===== src/rtl/simon_pkg.sv =====
// Shared types and constants for the Simon Says sequence engine.
// Latency: n/a (types, constants and pure functions only).
// Backpressure: n/a.
package simon_pkg;

  typedef enum logic [2:0] {
    IDLE,
    SHOW_ON,
    SHOW_GAP,
    INPUT,
    WIN,
    LOSE
  } state_t;

  localparam logic [7:0] LFSR_TAPS     = 8'hB8;
  // An all-zero Galois LFSR never leaves zero, so a zero seed is swapped for this.
  localparam logic [7:0] LFSR_SEED_SUB = 8'h01;

  // One step of the right-shifting Galois LFSR.
  function automatic logic [7:0] lfsr_step(input logic [7:0] s);
    return (s >> 1) ^ (s[0] ? LFSR_TAPS : 8'h00);
  endfunction

  function automatic logic [7:0] seed_fix(input logic [7:0] s);
    return (s == 8'h00) ? LFSR_SEED_SUB : s;
  endfunction

endpackage


===== src/rtl/simon_lfsr.sv =====
// 8-bit Galois LFSR with synchronous load and advance; reusable by sound-pattern logic.
// Latency: load/advance take effect on the next clock edge.
// Backpressure: none; holds its value when neither load nor advance is asserted.
module simon_lfsr
  import simon_pkg::*;
(
  input  logic       clk,
  input  logic       n_rst,
  input  logic       load,
  input  logic [7:0] seed,
  input  logic       advance,
  output logic [7:0] state
);

  // Load wins over advance so a reload and a step in the same cycle restart cleanly.
  always_ff @(posedge clk or negedge n_rst) begin
    if (!n_rst) begin
      state <= LFSR_SEED_SUB;
    end else if (load) begin
      state <= seed_fix(seed);
    end else if (advance) begin
      state <= lfsr_step(state);
    end
  end

endmodule


===== src/rtl/simon_seq_check.sv =====
// Simon Says game engine: plays an LFSR-derived sequence, then checks the player's keys.
// Latency: start or key event acts on the sampling edge; outputs decode the registered state.
// Backpressure: none; keys arriving outside INPUT are ignored, start overrides everything.
module simon_seq_check #(
  parameter int MAX_LEN        = 16,
  parameter int SYM_W          = 2,
  parameter int SHOW_CYCLES    = 4,
  parameter int GAP_CYCLES     = 2,
  parameter int TIMEOUT_CYCLES = 50
) (
  input  logic             clk,
  input  logic             n_rst,
  input  logic             start,
  input  logic [7:0]       seed,
  input  logic             strobe,
  input  logic [4:0]       code,
  output logic             show_valid,
  output logic [SYM_W-1:0] show_sym,
  output logic             await_key,
  output logic [4:0]       round_len,
  output logic             win,
  output logic             lose
);

  import simon_pkg::*;

  localparam int PH_MAX = (SHOW_CYCLES > GAP_CYCLES) ? SHOW_CYCLES : GAP_CYCLES;
  localparam int PH_W   = $clog2(PH_MAX + 1);
  localparam int TO_W   = $clog2(TIMEOUT_CYCLES + 1);

  localparam logic [PH_W-1:0] SHOW_LAST = PH_W'(SHOW_CYCLES - 1);
  localparam logic [PH_W-1:0] GAP_LAST  = PH_W'(GAP_CYCLES - 1);
  localparam logic [PH_W-1:0] PH_ONE    = PH_W'(1);
  localparam logic [TO_W-1:0] TO_LAST   = TO_W'(TIMEOUT_CYCLES - 1);
  localparam logic [TO_W-1:0] TO_ONE    = TO_W'(1);
  localparam logic [4:0]      MAX_LEN5  = 5'(MAX_LEN);

  state_t            state, state_d;
  logic [PH_W-1:0]   ph_cnt, ph_cnt_d;
  logic [4:0]        idx, idx_d;
  logic [4:0]        len, len_d;
  logic [TO_W-1:0]   tmr, tmr_d;
  logic [7:0]        seed_q;
  logic              strobe_q;

  logic              lfsr_load;
  logic              lfsr_adv;
  logic [7:0]        lfsr_seed;
  logic [7:0]        lfsr;

  logic              key_evt;
  logic              key_ok;
  logic [SYM_W-1:0]  sym;

  // Rising edge of strobe only; strobe_q tracks in every state, so a key
  // already held when INPUT is entered never produces an event.
  assign key_evt = strobe & ~strobe_q;
  assign sym     = lfsr[SYM_W-1:0];
  // Zero-extended symbol compare: codes at or above 2^SYM_W can never match.
  assign key_ok  = (code == 5'(sym));

  simon_lfsr u_lfsr (
    .clk     (clk),
    .n_rst   (n_rst),
    .load    (lfsr_load),
    .seed    (lfsr_seed),
    .advance (lfsr_adv),
    .state   (lfsr)
  );

  // State, counters, captured seed and strobe history.
  always_ff @(posedge clk or negedge n_rst) begin
    if (!n_rst) begin
      state    <= IDLE;
      ph_cnt   <= '0;
      idx      <= '0;
      len      <= '0;
      tmr      <= '0;
      seed_q   <= '0;
      strobe_q <= 1'b0;
    end else begin
      state    <= state_d;
      ph_cnt   <= ph_cnt_d;
      idx      <= idx_d;
      len      <= len_d;
      tmr      <= tmr_d;
      strobe_q <= strobe;
      if (start) begin
        seed_q <= seed;
      end
    end
  end

  // Next-state, counter updates and LFSR control; start pre-empts every other event.
  always_comb begin
    state_d   = state;
    ph_cnt_d  = ph_cnt;
    idx_d     = idx;
    len_d     = len;
    tmr_d     = tmr;
    lfsr_load = 1'b0;
    lfsr_adv  = 1'b0;
    lfsr_seed = seed_q;

    if (start) begin
      state_d   = SHOW_ON;
      ph_cnt_d  = '0;
      idx_d     = '0;
      len_d     = 5'd1;
      tmr_d     = '0;
      lfsr_load = 1'b1;
      lfsr_seed = seed;
    end else begin
      case (state)
        SHOW_ON: begin
          if (ph_cnt == SHOW_LAST) begin
            state_d  = SHOW_GAP;
            ph_cnt_d = '0;
            idx_d    = idx + 5'd1;
            lfsr_adv = 1'b1;
          end else begin
            ph_cnt_d = ph_cnt + PH_ONE;
          end
        end
        SHOW_GAP: begin
          if (ph_cnt == GAP_LAST) begin
            ph_cnt_d = '0;
            if (idx == len) begin
              // Whole sequence shown: rewind the LFSR for checking.
              state_d   = INPUT;
              idx_d     = '0;
              tmr_d     = '0;
              lfsr_load = 1'b1;
            end else begin
              state_d = SHOW_ON;
            end
          end else begin
            ph_cnt_d = ph_cnt + PH_ONE;
          end
        end
        INPUT: begin
          if (key_evt) begin
            if (!key_ok) begin
              state_d = LOSE;
            end else if ((idx + 5'd1) < len) begin
              idx_d    = idx + 5'd1;
              lfsr_adv = 1'b1;
              tmr_d    = '0;
            end else if (len == MAX_LEN5) begin
              state_d = WIN;
            end else begin
              // Round complete: grow by one and replay from the top after a gap.
              state_d   = SHOW_GAP;
              len_d     = len + 5'd1;
              idx_d     = '0;
              ph_cnt_d  = '0;
              lfsr_load = 1'b1;
            end
          end else if (tmr == TO_LAST) begin
            // This idle cycle is the TIMEOUT_CYCLES-th one.
            state_d = LOSE;
          end else begin
            tmr_d = tmr + TO_ONE;
          end
        end
        default: begin
        end
      endcase
    end
  end

  // Outputs decode the registered state only, so an async reset clears them at once.
  always_comb begin
    show_valid = 1'b0;
    show_sym   = '0;
    await_key  = 1'b0;
    win        = 1'b0;
    lose       = 1'b0;
    round_len  = (state == IDLE) ? 5'd0 : len;
    case (state)
      SHOW_ON: begin
        show_valid = 1'b1;
        show_sym   = sym;
      end
      INPUT:   await_key = 1'b1;
      WIN:     win       = 1'b1;
      LOSE:    lose      = 1'b1;
      default: begin
      end
    endcase
  end

endmodule


===== config.mk =====
export PLATFORM = sky130hd
export DESIGN_NAME = simon_seq_check
export DESIGN_NICKNAME = d
export VERILOG_FILES = /design/src/rtl/simon_pkg.sv /design/src/rtl/simon_lfsr.sv /design/src/rtl/simon_seq_check.sv
export SDC_FILE = /design/constraint.sdc
export NUM_CORES = 1
export LEC_CHECK = 0
export CORE_ASPECT_RATIO = 0.7
export CORE_UTILIZATION = 46
export DETAILED_ROUTE_END_ITERATION = 8
export HOLD_SLACK_MARGIN = 0.1
export PLACE_DENSITY = 0.74
export RECOVER_POWER = 100
export SYNTH_ARGS = -nofsm -noshare
export SYNTH_HDL_FRONTEND = slang
export SYNTH_SLANG_ARGS = --single-unit

===== constraint.sdc =====
create_clock -name clk -period 2.71 [get_ports clk]
set_input_delay 0.542 -clock clk [delete_from_list [all_inputs] [get_ports clk]]
set_output_delay 0.542 -clock clk [all_outputs]
set_load 0.05 [all_outputs]

* Word level (Yosys, flattened, before mapping)
Cells that the tools add are included.
** Word-level totals
- Bits in registers :: 39
- Output and inout port bits :: 11
** Cells by class
- Add/subtract/negate cells :: 4
- Order comparisons :: 1
- Eq/ne operators :: 26
- Muxes and demuxes :: 66
- Bitwise operators :: 3
- Reduce and logical (&&, ||, !) cells :: 13
** Operators by type and width (count)
- $mux 5 :: 15
- $mux 3 :: 15
- $mux 6 :: 7
- $mux 8 :: 5
- $ne 3x3->1 const B :: 7
- $ne 4x4->1 const B :: 5
- $pmux 3 s3 :: 2
- $mux 1 :: 16
- $pmux 5 s3 :: 1
- $reduce_and 5->1 :: 3
- $pmux 6 s2 :: 1
- $add 5x1->5 const B :: 2
- $eq 3x2->1 const B :: 3
- $logic_not 8->1 :: 1
- $reduce_bool 2->1 :: 4
- $xor 7x8->8 :: 1
- $reduce_and 7->1 :: 1
- $add 6x1->6 const B :: 1
- $eq 3x1->1 const B :: 2
- $eq 3x3->1 const B :: 2
- $eq 6x6->1 const B :: 1
- $reduce_and 6->1 :: 1
- $eq 5x2->1 :: 1
- $eq 5x5->1 :: 1
- 12 further kinds :: 15

* Depth between registers and ports, before layout
- Depth in word-level cells :: 9
- Depth in mapped cells :: 12

* Modules after synthesis
A second synthesis with hierarchy kept.
** Second synthesis, totals
- Cells, all modules :: 253
- Area total of the unflattened synthesis :: 2423.6 um^2
** Modules (own cells, without submodules)
- simon_seq_check :: instances 1, cells an instance 213, area each 2016.9 um^2, sequential area each 775.7 um^2
- simon_lfsr :: instances 1, cells an instance 40, area each 406.6 um^2, sequential area each 201.4 um^2

* Worst setup path after synthesis
OpenSTA, ideal clock, no wires.
- Kind :: register -> register
- From :: reg idx[0]
- To :: reg tmr[2]
- Data arrival time :: 2.316 ns
- Data required time :: 2.584 ns
- Setup slack :: 0.268 ns
- Stages on the path, launching flop included :: 10
- Buffers on the path :: 1
- Period minus slack after synthesis :: 2.442 ns
- Cells stage by stage :: dfrtp_1 -> ha_1 -> ha_1 -> nor2b_1 -> o31ai_1 -> a21oi_1 -> buf_2 -> o2111ai_1 -> nand2_2 -> a221o_1
** On the way
- Longest elaborated chain between the ends :: 4
- Elaborated cells on any way between the ends :: 6
- Those cells by class :: 1 x add/sub; 1 x order compare; 3 x eq/ne; 1 x reduce/logical
** Ends and longest elaborated chain
- start: declaration :: RTL line simon_seq_check.sv:40 : logic [4:0] idx, idx_d;
- start signal: assignment :: RTL line simon_seq_check.sv:84 : idx <= idx_d;
- $add 5x1->5 :: RTL line simon_seq_check.sv:145 : end else if ((idx + 5'd1) < len) begin
- $lt 5x5->1 :: RTL line simon_seq_check.sv:145
- $ne 4x4->1 (no line)
- $reduce_and 6->1 (no line) *
- end signal: assignment :: RTL line simon_seq_check.sv:86 : tmr <= tmr_d;
- end: declaration :: RTL line simon_seq_check.sv:42 : logic [TO_W-1:0] tmr, tmr_d;
Mark *: on every way between the ends. The rest lies on a longest branch, timed or not.
A chain may end at the register's enable or synchronous reset.

* Final worst setup path
- From :: reg state[0]
- To :: out round_len[2]
** On the way
- Longest elaborated chain between the ends :: 2
** Ends and longest elaborated chain
- start: declaration :: RTL line simon_seq_check.sv:38 : state_t state, state_d;
- start signal: assignment :: RTL line simon_seq_check.sv:82 : state <= state_d;
- $logic_not 3->1 :: RTL line simon_seq_check.sv:179 : round_len = (state == IDLE) ? 5'd0 : len;
- $mux 5 :: RTL line simon_seq_check.sv:179
- end: declaration :: RTL line simon_seq_check.sv:20 : output logic [4:0] round_len,
Every way passes these cells.

==> qor_table.md <==
| Item | Reported | Unit |
|:---|:---|:---|
| Pre-CTS setup slack | -0.0255 | ns |
| Fraction of layout instances using a drive strength above 1 | 0.168 | - |
| TritonCTS clock tree | yes | - |
| Via count of the routed design | 1936 | - |
| Number of distinct library cell variants in the gate-level netlist after synthesis | 62 | - |
| Die X | 90.6 | um |
| Type of element capturing the critical path | output pin | - |
| Longest Clk Path Bufs | 2 | - |
| Worst clock skew | 0.00596 | ns |
| Vias per cell | 5.52 | - |
| Share of flip-flops with an asynchronous set or reset after synthesis | 1.00 | - |
| Post-layout instance count excluding filler cells | 351 | - |
| Maximum vdd ir drop | 0.521 | mV |
| Count of inserted antenna diode cells | 0 | - |
| DP HPWL | 4090 | um |
| Number of gates given a new drive strength after cts | 2 | - |
| Gr ovfl total | 0 | - |
| Largest family of logic cells by synthesized area | simple AND/OR/NAND/NOR gates | - |
| Count of fill cells added during filler insertion | 458 | - |
| Fraction of synthesized cell area taken by the top area cell type | 0.376 | - |
| Static leakage | 1.28 | nW |
| Share of cell area taken by muxes after synthesis | 0.0763 | - |
| Critical Setup Path Class | flop to output pin | - |
| Number of remaining DRC errors | 0 | - |
| Synthesis Warnings | 0 | - |
| Area fraction in compound gates after synthesis | 0.147 | - |
| Max-Slew Margin vs Limit | -0.375 | - |
| PortBufs | 27 | - |
| Status | finished with violations | - |
| Most instantiated cells after synthesis | dfrtp_1 (38), nor2_1 (26), ha_1 (14), xnor2_1 (14), inv_1 (13) | - |
| Flip-flop and latch area | 977 | sq um |
| Max-capacitance violation count | 1 | - |
| Family with the most delay on the worst path | buffers and inverters | - |
| Adder-cell area share of the yosys netlist | 0.0693 | - |
| Pwr per Cell Area | 932 | nW/um^2 |
| WL per Instance | 16.1 | um |
| Final non-filler cell area | 3030 | sq um |
| Slack of the worst reg-to-reg path | 0.17 | ns |
| Cell with the most instances after synthesis | dfrtp_1 | - |
| Data required time of the critical path | 2.17 | ns |
| Number of antenna violations at the first check in global routing | 0 | - |
| Total wire length after detailed routing | 5640 | um |
| Simple-gate portion of the synthesized area | 0.214 | - |
| Post-Synthesis Mean Instance Area | 10.6 | sq um |
| Maximum number of pins on one net before global-route repair | 40 | - |
| Worst Setup Start Kind | flop | - |
| Routability congestion estimate from global placement | 0.863 | - |
| Slowest stage delay, CP | 0.71 | ns |
| Hold buffer count at cts | 0 | - |
| Number of nets with antenna violations after routing | 0 | - |
| Mapped Nets | 270 | - |
| Fin nets | 309 | - |
| Synthesized instance count | 239 | - |
| Site Rows | 22 | - |
| Area of placed instances | 2910 | sq um |
| Clock period minus worst slack | 2.66 | ns |
| Final Worst Setup Slack | 0.0531 | ns |
| Cell count after placement | 343 | - |
| Final max-slew violation count | 40 | - |
| Initial DRC Count | 109 | - |
| Unrepaired setup endpoints after global routing | false | - |
| Total Routing Usage GR | 0.213 | - |
| Largest cells by area after synthesis | dfrtp_1 (38%), ha_1 (6.9%), xnor2_1 (4.9%), mux2_2 (4.0%), nor2_1 (3.9%) | - |
| Highest achievable clock rate | 0.376 | GHz |
| Library cell with the largest summed area after synthesis | dfrtp_1 | - |
| Number of setup violations in the final report | 0 | - |
| Fin. Hold Viols | 0 | - |
| Mapped Area | 2530 | sq um |
| Sequential share of the synthesized area | 0.387 | - |
| Primary FF master, synth | dfrtp_1 | - |
| Number of setup buffers added after CTS | 0 | - |
| Data arrival time of the worst path | 2.11 | ns |
| Area of the core | 5260 | sq um |
| Clk_lat worst skew | 0.29 | ns |
| Number of buffers inserted during clock tree synthesis | 5 | - |
| Full die area | 5800 | sq um |
| Cell-by-cell listing of the critical path | nor3_1 -> clkbuf_2 -> nor2_1 -> clkdlybuf4s50_1 | - |
| Via count of the first global-routing pass | 1919 | - |
| Length of the first detailed-routing pass in iterations | 4 | - |
| Total chip power | 2.83 | mW |
| Total number of clock tree sinks | 39 | - |
| Xor/xnor cell area share of the yosys netlist | 0.0589 | - |
| First-pass GRT wire length | 9620 | um |
| Max FO, Critical Path | 10 | - |
| Number of flops mapped to enable cells by yosys | 0 | - |
| Worst-Margin Slew | 2.06 | ns |
| Violations in the final reports | max-capacitance violations, max-slew violations | - |
| Multi-input gate area | 1440 | sq um |
| Class of the most critical hold timing path | flop to flop | - |
| Number of placed I/O pins | 28 | - |
| Worst hold slack after final layout | 0.507 | ns |
| Height of the chip | 64 | um |
| Starting Density | 0.480 | - |
| Final core occ | 0.577 | - |
| Sum of negative setup slack | 0 | ns |
| CTS HTree Levels | 2 | - |
| Buffer cell driving the clock tree root | clkbuf_8 | - |
| Master of the slowest instance on the critical path | clkdlybuf4s50_1 | - |
| Synthesis-to-layout area growth | 20.0 | % |
| Register bit total from synthesis | 39 | - |
| Clock transition at path regs | 0.08 | ns |
| Number of buffers and inverters on the critical path | 2 | - |
| Tcrit/Tclk final | 0.980 | - |
## registers in the layout, summed over array words and instances (netlist names)
| register | count |
|---|---|
| ph_cnt | 3 |
| idx | 5 |
| strobe_q | 1 |
| u_lfsr.state | 8 |
| tmr | 6 |
| state | 3 |
| seed_q | 8 |
| len | 5 |
## worst reg2reg max path, stage by stage (launching register included)
cell and delay [ns]:
dfrtp_1 0.37, ha_1 0.24, nand3_1 0.11, xnor2_1 0.26, ha_1 0.28, nor2_1 0.08
a21oi_2 0.24, clkbuf_1 0.33, a21oi_4 0.19, a211o_1 0.26, o211a_1 0.12
## metal layers
layer  vias to the layer above  routed length, um  GRT usage  share of wire
met4                         0                 74     0.0766          0.013
met2                        45               2410      0.311           0.43
li1                        952                  -          -              -
met5                         -                  0          0              0
met1                       932               2920      0.313           0.52
met3                         7                231     0.0417          0.041
## where the power goes
| part | internal, mW | switching (mW) | leakage (nW) |
|---|---|---|---|
| combinational | 0.559 | 0.830 | 0.725 |
| clock | 0.368 | 0.211 | 0.0654 |
| sequential | 0.714 | 0.144 | 0.485 |
## logic make-up (layout without fill, tap and decap cells)
logic type	Yosys count	in the layout
compound gates	42	42
buf+inv	23	63
xor+xnor	17	17
flops	39	39
fa+ha+maj	14	14
simple gates	87	87
mux	17	17
## final timing paths
kind | start | to | cells after the start
worst max-delay path | state[0] | round_len[2] | 4
worst min-delay path | seed_q[0] | seed_q[0] | 1
worst max register to register | idx[1] | u_lfsr.state[0] | 10
worst min register to register | seed_q[0] | seed_q[0] | 1
max in group asynchronous | n_rst | len[3] | 1
min in group asynchronous | n_rst | ph_cnt[2] | 1
## cell type report
type / count / area share
repair buffers: 41 / 0.112
clock inverters: 2 / 0.0198
inverters: 14 / 0.0173
well taps: 72 / 0.0297
clock buffers: 6 / 0.0239
multi-input cells: 177 / 0.475
flip-flops and latches: 39 / 0.322
## layout by cell type, fill, tap and decap left out, types with 2 or more instances in the layout
cell / netlist / final
and3_1: 2 / 2
buf_4: 2 / 14
nand3b_1: 6 / 6
clkdlybuf4s50_1: 0 / 18
xnor2_1: 14 / 14
a221o_1: 2 / 2
mux2i_1: 2 / 2
nor3b_1: 2 / 3
mux2_1: 5 / 11
a22o_1: 3 / 3
nand3_1: 11 / 11
nor3_4: 2 / 2
xor2_1: 3 / 3
ha_1: 14 / 14
bufinv_16: 0 / 2
and2_0: 0 / 3
o21a_1: 2 / 2
clkbuf_8: 0 / 5
nor2_1: 26 / 26
o221a_1: 7 / 7
clkbuf_1: 1 / 6
a31oi_1: 3 / 3
nand2_1: 4 / 5
dlygate4sd3_1: 0 / 3
a21oi_2: 2 / 2
nand2b_1: 2 / 2
a21oi_1: 8 / 7
inv_1: 13 / 13
mux2_2: 9 / 4
nor3_1: 6 / 6
dfrtp_1: 38 / 38
and2b_1: 2 / 2
o31ai_2: 2 / 3
nor2b_1: 4 / 4
(Power assumes the default switching activity.)
